--- src/rtl/sample_ram_arb.sv ---
// sample_ram_arb: shares one single-port sample RAM between a write-only
// sniffer master and a read/write host master, both pipelined Wishbone.
// The sniffer is granted by default; the host is granted when the sniffer is
// idle. Build option SAMPLE_RAM_ARB_FAIRNESS_EN adds a starvation counter.
// With it, after STARVE_MAX consecutive sniffer grants against a waiting
// host, the host wins one cycle. Without it, the sniffer has strict priority.
module sample_ram_arb #(
  parameter int ADDR_W     = 10,
  parameter int STARVE_MAX = 4
) (
  input  logic              clk_i,
  input  logic              rst_n_i,
  // sniffer master (write-only)
  input  logic [31:0]       snf_addr_i,
  input  logic [31:0]       snf_data_i,
  input  logic [3:0]        snf_sel_i,
  input  logic              snf_we_i,
  input  logic              snf_stb_i,
  output logic              snf_stall_o,
  output logic              snf_ack_o,
  // host master (read/write)
  input  logic [31:0]       host_addr_i,
  input  logic [31:0]       host_data_i,
  input  logic [3:0]        host_sel_i,
  input  logic              host_we_i,
  input  logic              host_cyc_i,
  input  logic              host_stb_i,
  output logic [31:0]       host_data_o,
  output logic              host_stall_o,
  output logic              host_ack_o,
  // single-port RAM
  output logic              ram_en_o,
  output logic              ram_we_o,
  output logic [3:0]        ram_be_o,
  output logic [ADDR_W-1:0] ram_addr_o,
  output logic [31:0]       ram_wdata_o,
  input  logic [31:0]       ram_rdata_i
);

  logic snf_req;
  logic host_req;
  logic snf_gnt;
  logic host_gnt;
  logic force_host;
  logic snf_ack_q;
  logic snf_ack_d;
  logic host_ack_q;
  logic host_ack_d;

  assign snf_req  = snf_stb_i;
  assign host_req = host_cyc_i & host_stb_i;

`ifdef SAMPLE_RAM_ARB_FAIRNESS_EN
  localparam int STARVE_W = $clog2(STARVE_MAX + 1);
  localparam logic [STARVE_W-1:0] STARVE_LIM = STARVE_W'(STARVE_MAX);

  logic [STARVE_W-1:0] starve_q;
  logic [STARVE_W-1:0] starve_d;

  assign force_host = (starve_q == STARVE_LIM);

  // Count sniffer wins against a waiting host; clear once the host is served or gives up.
  always_comb begin
    starve_d = starve_q;
    if (!host_req || host_gnt) begin
      starve_d = '0;
    end else if (snf_gnt && (starve_q != STARVE_LIM)) begin
      starve_d = starve_q + 1'b1;
    end
  end

  // Starvation counter register.
  always_ff @(posedge clk_i or negedge rst_n_i) begin
    if (!rst_n_i) begin
      starve_q <= '0;
    end else begin
      starve_q <= starve_d;
    end
  end
`else
  logic unused_cfg;

  assign force_host = 1'b0;
  assign unused_cfg = (STARVE_MAX > 0);
`endif

  // Combinational grant in the request cycle: at most one master, none in reset.
  always_comb begin
    snf_gnt  = 1'b0;
    host_gnt = 1'b0;
    if (rst_n_i) begin
      if (snf_req && !(host_req && force_host)) begin
        snf_gnt = 1'b1;
      end else if (host_req) begin
        host_gnt = 1'b1;
      end
    end
  end

  assign snf_stall_o  = snf_req & ~snf_gnt;
  assign host_stall_o = host_req & ~host_gnt;

  // RAM port mux: sniffer fields only while it holds the grant, host fields otherwise.
  always_comb begin
    ram_en_o    = snf_gnt | host_gnt;
    ram_we_o    = 1'b0;
    ram_be_o    = host_sel_i;
    ram_addr_o  = host_addr_i[ADDR_W+1:2];
    ram_wdata_o = host_data_i;
    if (snf_gnt) begin
      ram_we_o    = snf_we_i;
      ram_be_o    = snf_sel_i;
      ram_addr_o  = snf_addr_i[ADDR_W+1:2];
      ram_wdata_o = snf_data_i;
    end else if (host_gnt) begin
      ram_we_o = host_we_i;
    end
  end

  assign snf_ack_d  = snf_gnt;
  assign host_ack_d = host_gnt;

  // Acks are a one-cycle delayed copy of the grant, independent of later cyc/stb.
  always_ff @(posedge clk_i or negedge rst_n_i) begin
    if (!rst_n_i) begin
      snf_ack_q  <= 1'b0;
      host_ack_q <= 1'b0;
    end else begin
      snf_ack_q  <= snf_ack_d;
      host_ack_q <= host_ack_d;
    end
  end

  assign snf_ack_o   = snf_ack_q;
  assign host_ack_o  = host_ack_q;
  assign host_data_o = host_ack_q ? ram_rdata_i : '0;

  logic unused_bits;
  assign unused_bits = ^{snf_addr_i[31:ADDR_W+2], snf_addr_i[1:0],
                         host_addr_i[31:ADDR_W+2], host_addr_i[1:0]};

endmodule

--- config.mk ---
export PLATFORM = sky130hd
export DESIGN_NAME = sample_ram_arb
export DESIGN_NICKNAME = d
export VERILOG_FILES = /design/src/rtl/sample_ram_arb.sv
export SDC_FILE = /design/constraint.sdc
export NUM_CORES = 1
export LEC_CHECK = 0
export BUFFER_PORTS_ARGS = -buffer_cell sky130_fd_sc_hd__buf_2
export CAP_MARGIN = 20
export CELL_PAD_IN_SITES_DETAIL_PLACEMENT = 1
export CELL_PAD_IN_SITES_GLOBAL_PLACEMENT = 2
export CORE_ASPECT_RATIO = 0.75
export CORE_MARGIN = 2
export CORE_UTILIZATION = 10
export CTS_CLUSTER_SIZE = 10
export DETAILED_ROUTE_END_ITERATION = 8
export GPL_ROUTABILITY_DRIVEN = 0
export PLACE_DENSITY_LB_ADDON = 0.2
export RECOVER_POWER = 50
export SETUP_SLACK_MARGIN = 0.2
export SKIP_CTS_REPAIR_TIMING = 1
export SLEW_MARGIN = 20
export SYNTH_ARGS = -nofsm -noshare
export SYNTH_HDL_FRONTEND = slang
export SYNTH_SLANG_ARGS = --single-unit
--- constraint.sdc ---
create_clock -name clk_i -period 1.26 [get_ports clk_i]
set_input_delay 0.126 -clock clk_i [delete_from_list [all_inputs] [get_ports clk_i]]
set_output_delay 0.126 -clock clk_i [all_outputs]
set_load 0.05 [all_outputs]
# After elaboration in Yosys (flattened, before gate mapping)
# Cells that the tools add are included.
dict set report totals {
  inputBits 175
  output_inout_bits 84
  regBits 2
}
dict set report op_classes {
  mux 11
  bitwise 6
}
# op count
set op_table {}
lappend op_table {{two-way mux 32 bit} 2}
lappend op_table {{two-way mux 10 bit} 1}
lappend op_table {{two-way mux 1 bit} 7}
lappend op_table {{two-way mux 4 bit} 1}
lappend op_table {{AND 1 bit} 3}
lappend op_table {{NOT 1 bit} 2}
lappend op_table {{OR 1 bit} 1}

# Depth between registers and ports, before layout
# Gate-level depths: netlist of the first run.
dict set report logic_depth {
  depth_word 6
  ltp_mapped 4
}

# Least setup slack after synthesis of the first run
# Ideal clock, no wire load.
dict set report synth_timing {
  kind {input-to-output}
  startpoint {in snf_stb_i}
  endpoint {out ram_we_o}
  arrival_ns 1.397
  cell_stages 2
  setup_slack_ns -0.263
  path_cell_list {nand4b_1 > a21boi_0}
}
dict set report synth_between {
  elab_chain_cells 4
}
# item line
set synth_lines {}
lappend synth_lines {{start, declared} 18} ;# input logic snf_stb_i,
lappend synth_lines {{two-way mux 1 bit} 92} ;# if (snf_req && !(host_req && force_host)) begin
lappend synth_lines {{two-way mux 1 bit} 91} ;# if (rst_n_i) begin
lappend synth_lines {{two-way mux 1 bit} 115} ;# end else if (host_gnt) begin
lappend synth_lines {{two-way mux 1 bit *} 110} ;# if (snf_gnt) begin
lappend synth_lines {{end, declared} 33} ;# output logic ram_we_o,
# Every way passes the cells marked *; elsewhere a longest branch is shown, timed or not.

# Final worst setup path of the first run
dict set report layout_timing {
  startpoint {reg host_ack_q, in the netlist host_ack_o}
  endpoint {out host_data_o[0]}
}
dict set report layout_between {
  elab_chain_cells 1
}
# item line
set layout_lines {}
lappend layout_lines {{start, declared} 47} ;# logic host_ack_q;
lappend layout_lines {{start signal, assigned} 130} ;# host_ack_q <= host_ack_d;
lappend layout_lines {{two-way mux 32 bit} 136} ;# assign host_data_o = host_ack_q ? ram_rdata_i : '0;
lappend layout_lines {{end, declared} 28} ;# output logic [31:0] host_data_o,
# Every way passes these cells.

==> impl_metrics.ini, run 1 <==
[detailed_routing]
vias = 1678
first_pass_iters = 2
wirelength_mm = 7.35
drc_errors = 0
via_per_inst = 3.67
routedWlPerCell_um = 16.1
drt_iter0_drc = 29
final_antenna_net_count = 0

[synth]
syn-num-nets = 274
synthArstFlopShare_pct = 100
synth-edff-count = 0
synth.area.top_cells = mux2_4 44%, and2_1 20%, mux2_2 19%
synth_xor_area_share_pct = 0
synthTopCellsByCount = 32 x and2_1, 29 x mux2_4, 17 x mux2_2
synth_compound_area_share_pct = 2.01
synthFlopType = dfrtp_1
synth-simple-area-share_pct = 23.2
ys_types = 14
ys_seq_elements = 2
yosysTopAreaCellShare_pct = 43.7
netlist_area_um2 = 997
yosysTopAreaCell = mux2_4
synth_top_family_by_area = multiplexers
synthAdderAreaFrac_pct = 0
synth_warnings = 0
yosysMostFrequentCell = and2_1
synthMuxAreaShare_pct = 62.9
avgSynthCellArea_um2 = 10.1
synth-seq-area-share_pct = 5.02
synthCells = 99

[clock_network]
cts_root_buf = clkbuf_16
cts.sinks = 2
clockBufferDepth = 2
numCtsBuffers = 3
cts_tree = built
cts.clk_slew.worst_paths_ps = 30
htreeDepth = 1

[sta]
fmax_mhz = 802
finalSetupTns_ps = 0
rsz0062_at_grt = true
slew_viol_final = 0
final-setup-viol-count = 0
hold_viol = 0
whs_ps = 253
post-route-period-util_pct = 99.0
max-slew-margin-rel_pct = 80.4
worst_pin_slew_ps = 296
min_period_ps = 1250

[power_and_ir_drop]
leakage_nw = 1.81
vdd_drop_max_mv = 0.292
powerDensity_nw_per_um2 = 632
power_mw = 2.05

[layout]
num-nets-final = 501
final_cell_area_um2 = 3250
fill_cells = 1149
multi_input_area_um2 = 1060
diodes = 0
syn2layout_area_growth_pct = 226
ff_latch_area_um2 = 51.3
drive_above_1_share_pct = 96.3

[worst_hold_path]
worstHoldStart = host_stb_i
holdCritPathClass = in2reg

[critical_path]
critical-path-top-delay-family = flip-flops
crit_path_cell_trace = buf_12, and2_2, buf_6
end_kind = primary output
required_ps = 1130
arrival_ps = 1120
cp_slowest_cell = dfrtp_2
worst-setup-path-type = reg2out
startpoint = host_ack_o
cp.buffers_inverters = 2
startpoint_type = register
cp_max_fo = 26
cp_slowest_stage_delay_ps = 410

[place]
dpl_cell_area_um2 = 2350
numPortBuffers = 214
dp_hpwl_mm = 5.43

[floorplanning]
die_area_um2 = 10800
coreArea_um2 = 9700
die_w_um = 119
start_util_pct = 10.3
die_h_um = 90.5
io_pins = 259
rows = 31

[global_routing]
antenna_found_initial = 0
grt_overflow = 0
grt_max_degree = 27
grt_first_pass_wirelength_mm = 8.85
grt_use_total_pct = 10.2
grt_pass1_vias = 1725

[flow_run]
cap_violations = 0

[outcome]
outcome = finished clean
## worst paths after layout
check,end,slack [ps],cells after the start
min,host_ack_o,250,3
max,host_data_o[0],10,3
min in group asynchronous,host_ack_o,520,3
max in group asynchronous,host_ack_o,610,3
## area by class of cell
| class | instances | area share, % |
|---|---|---|
| Inverter | 2 | 0.231 |
| Timing Repair Buffer | 229 | 58.1 |
| Sequential cell | 2 | 1.58 |
| Clock buffer | 4 | 2.43 |
| Multi-Input combinational cell | 88 | 32.6 |
| Tap cell | 132 | 5.08 |
## stage by stage
step | worst slack, ps | util, % | std cells
global route | -13.5 | 33.5 | 457
global placement | -47.8 | 24.3 | 444
CTS | -42.3 | 25.1 | 448
floorplan | 131 | - | 99
finish | 12.8 | 33.5 | 457
detailed placement | -34.3 | 24.3 | 444
## tightest hold or removal path: stages
cell and delay, ps:
buf_2 100, nand2_1 130, nor3b_1 70
## routing by layer
layer | global-route usage, % | up-vias | share of wire (%)
li1 | - | 794 | -
met4 | 1.86 | 0 | 1.3
met5 | 0 | - | 0
met1 | 11.7 | 770 | 39
met3 | 4.10 | 10 | 9.8
met2 | 17.9 | 104 | 50
## power by group
group	total (mW)	internal (mW)	switching, mW	leakage [nW]
logic	1.49	0.685	0.807	1.75
clock network	0.492	0.416	0.0751	0.0382
registers	0.0686	0.0673	0.00127	0.0250
## sequential cells by signal, summed over array words and instances (netlist names)
register and flops:
host_ack_o 1, snf_ack_o 1
## cell usage in the layout (no fill, tap or decap), types with 2 or more instances in the layout
master,n
buf_6,29
clkbuf_16,6
and2_2,2
buf_2,133
clkbuf_2,10
and2_4,30
buf_8,46
nand2_1,2
clkbuf_1,3
buf_12,2
inv_1,2
buf_4,2
mux2_4,46
a21boi_2,2
## kinds of logic (layout without fill, tap and decap cells)
family,count (synthesis),after routing
AO/OA/AOI/OAI,3,3
buffers and inverters,10,235
flip-flops,2,2
multiplexers,46,46
AND/OR/NAND/NOR,38,39
(Power assumes the default switching activity.)
==> run 2: changes to the inputs <==
Settings changed: RECOVER_POWER 50 to 100.
==> run 2 against run 1 <==
Net effect:
- design area decreased by 2.2%
- critical path type unchanged
- power is 1.7% lower
- cell count unchanged
- clock-buffer cell count did not move
- clock power hardly changed
- worst setup slack is essentially flat
- sequential share of layout area about the same
==> impl_metrics.ini, run 2 (same netlist as run 1, synthesis figures left out) <==
[layout]
final_cell_area_um2 = 3180
final_util_pct = 32.8
drive_above_1_share_pct = 96.3
syn2layout_area_growth_pct = 219
layout_common_cells = 133 x buf_2, 46 x mux2_4, 39 x buf_6, 36 x buf_8, 30 x and2_4
fill_cells = 1153
layout_commonest_cell = buf_2
ff_latch_area_um2 = 51.3
diodes = 0
num-nets-final = 501
multi_input_area_um2 = 1060

[critical_path]
end_kind = primary output
required_ps = 1130
cp_max_fo = 26
critical-path-top-delay-family = flip-flops
startpoint_type = register
arrival_ps = 1120
cp.buffers_inverters = 2
cp_slowest_stage_delay_ps = 410
worst-setup-path-type = reg2out
cp_slowest_cell = dfrtp_2
crit_path_cell_trace = buf_12, and2_2, buf_6

[sta]
min_period_ps = 1250
max-slew-margin-rel_pct = 80.4
hold_viol = 0
fmax_mhz = 802
final-setup-viol-count = 0
whs_ps = 253
slew_viol_final = 0
post-route-period-util_pct = 99.0
worst_pin_slew_ps = 296
rsz0062_at_grt = true
finalSetupTns_ps = 0

[power_and_ir_drop]
leakage_nw = 1.78
vdd_drop_max_mv = 0.292
pwr-share-clk_pct = 24.4
powerDensity_nw_per_um2 = 635
p_int_mw = 1.14
netSwitchingPower_uw = 878
pwr-share-seq_pct = 3.4
combPwrFrac_pct = 72.2
netSwitchingFraction_pct = 43.5

[worst_hold_path]
hold_depth = 3
holdCritPathClass = in2reg
worstHoldStart = host_stb_i
hold_path_end = host_ack_o

[detailed_routing]
routedWlPerCell_um = 16.1
wirelength_mm = 7.36
first_pass_iters = 2
via_per_inst = 3.68
drc_errors = 0
final_antenna_net_count = 0
drt_iter0_drc = 27
vias = 1683

[floorplanning]
die_area_um2 = 10800
die_h_um = 90.5
rows = 31
die_w_um = 119
start_util_pct = 10.3
coreArea_um2 = 9700
io_pins = 259

[place]
dp_hpwl_mm = 5.43
numPortBuffers = 214
dpl_cell_area_um2 = 2350

[global_routing]
grt_max_degree = 27
antenna_found_initial = 0
grt_first_pass_wirelength_mm = 8.85
grt_use_total_pct = 10.2
grt_overflow = 0
grt_pass1_vias = 1725

[clock_network]
numCtsBuffers = 3
cts.clk_slew.worst_paths_ps = 30
cts_tree = built
cts_root_buf = clkbuf_16
clockBufferDepth = 2
htreeDepth = 1
cts.sinks = 2

[outcome]
outcome = finished clean

[flow_run]
cap_violations = 0
[run 2: cell count changes in the layout (fill, tap and decap cells not counted)]
| cell | delta |
|---|---|
| clkbuf_4 | +2 |
| buf_6 | +10 |
| clkbuf_16 | -2 |
| buf_8 | -10 |
[run 2: worst max path at each step]
stage / startpoint / to / depth (start not counted)
2_1_floorplan: host_ack_o / host_data_o[10] / 2
3_3_place_gp: rst_n_i / ram_wdata_o[3] / 5
3_5_place_dp: rst_n_i / ram_wdata_o[12] / 5
4_1_cts: rst_n_i / ram_wdata_o[12] / 5
5_1_grt: host_ack_o / host_data_o[0] / 3
6_report: host_ack_o / host_data_o[0] / 3
[run 2: through the flow]
| step | power [mW] | worst slack, ps | instances |
|---|---|---|---|
| floorplan | 0.863 | 131 | 99 |
| global placement | 1.23 | -47.8 | 444 |
| detailed placement | 1.23 | -34.3 | 444 |
| CTS | 1.74 | -42.3 | 448 |
| global route | 2.11 | -13.5 | 457 |
| finish | 2.02 | 12.8 | 457 |
[run 2: area by class of cell]
cell class / instances / area share, %
clock buffer: 4 / 2.48
inverter: 2 / 0.236
multi-input combinational: 88 / 33.3
sequential: 2 / 1.61
tap: 132 / 5.20
timing repair buffer: 229 / 57.1
[run 2: power groups by stage]
stage / combinational (mW) / clock [mW] / sequential (mW)
global route: 1.52 / 0.514 / 0.0690
detailed placement: 1.16 / 0 / 0.0692
CTS: 1.16 / 0.503 / 0.0685
floorplan: 0.785 / 0 / 0.0782
global placement: 1.16 / 0 / 0.0691
finish: 1.46 / 0.492 / 0.0686
[run 2: routing by layer]
layer | vias up | GRT usage, % | part of all wire [%]
met1 | 775 | 11.7 | 39
li1 | 794 | - | -
met5 | - | 0 | 0
met2 | 104 | 17.9 | 50
met3 | 10 | 4.10 | 9.8
met4 | 0 | 1.86 | 1.3
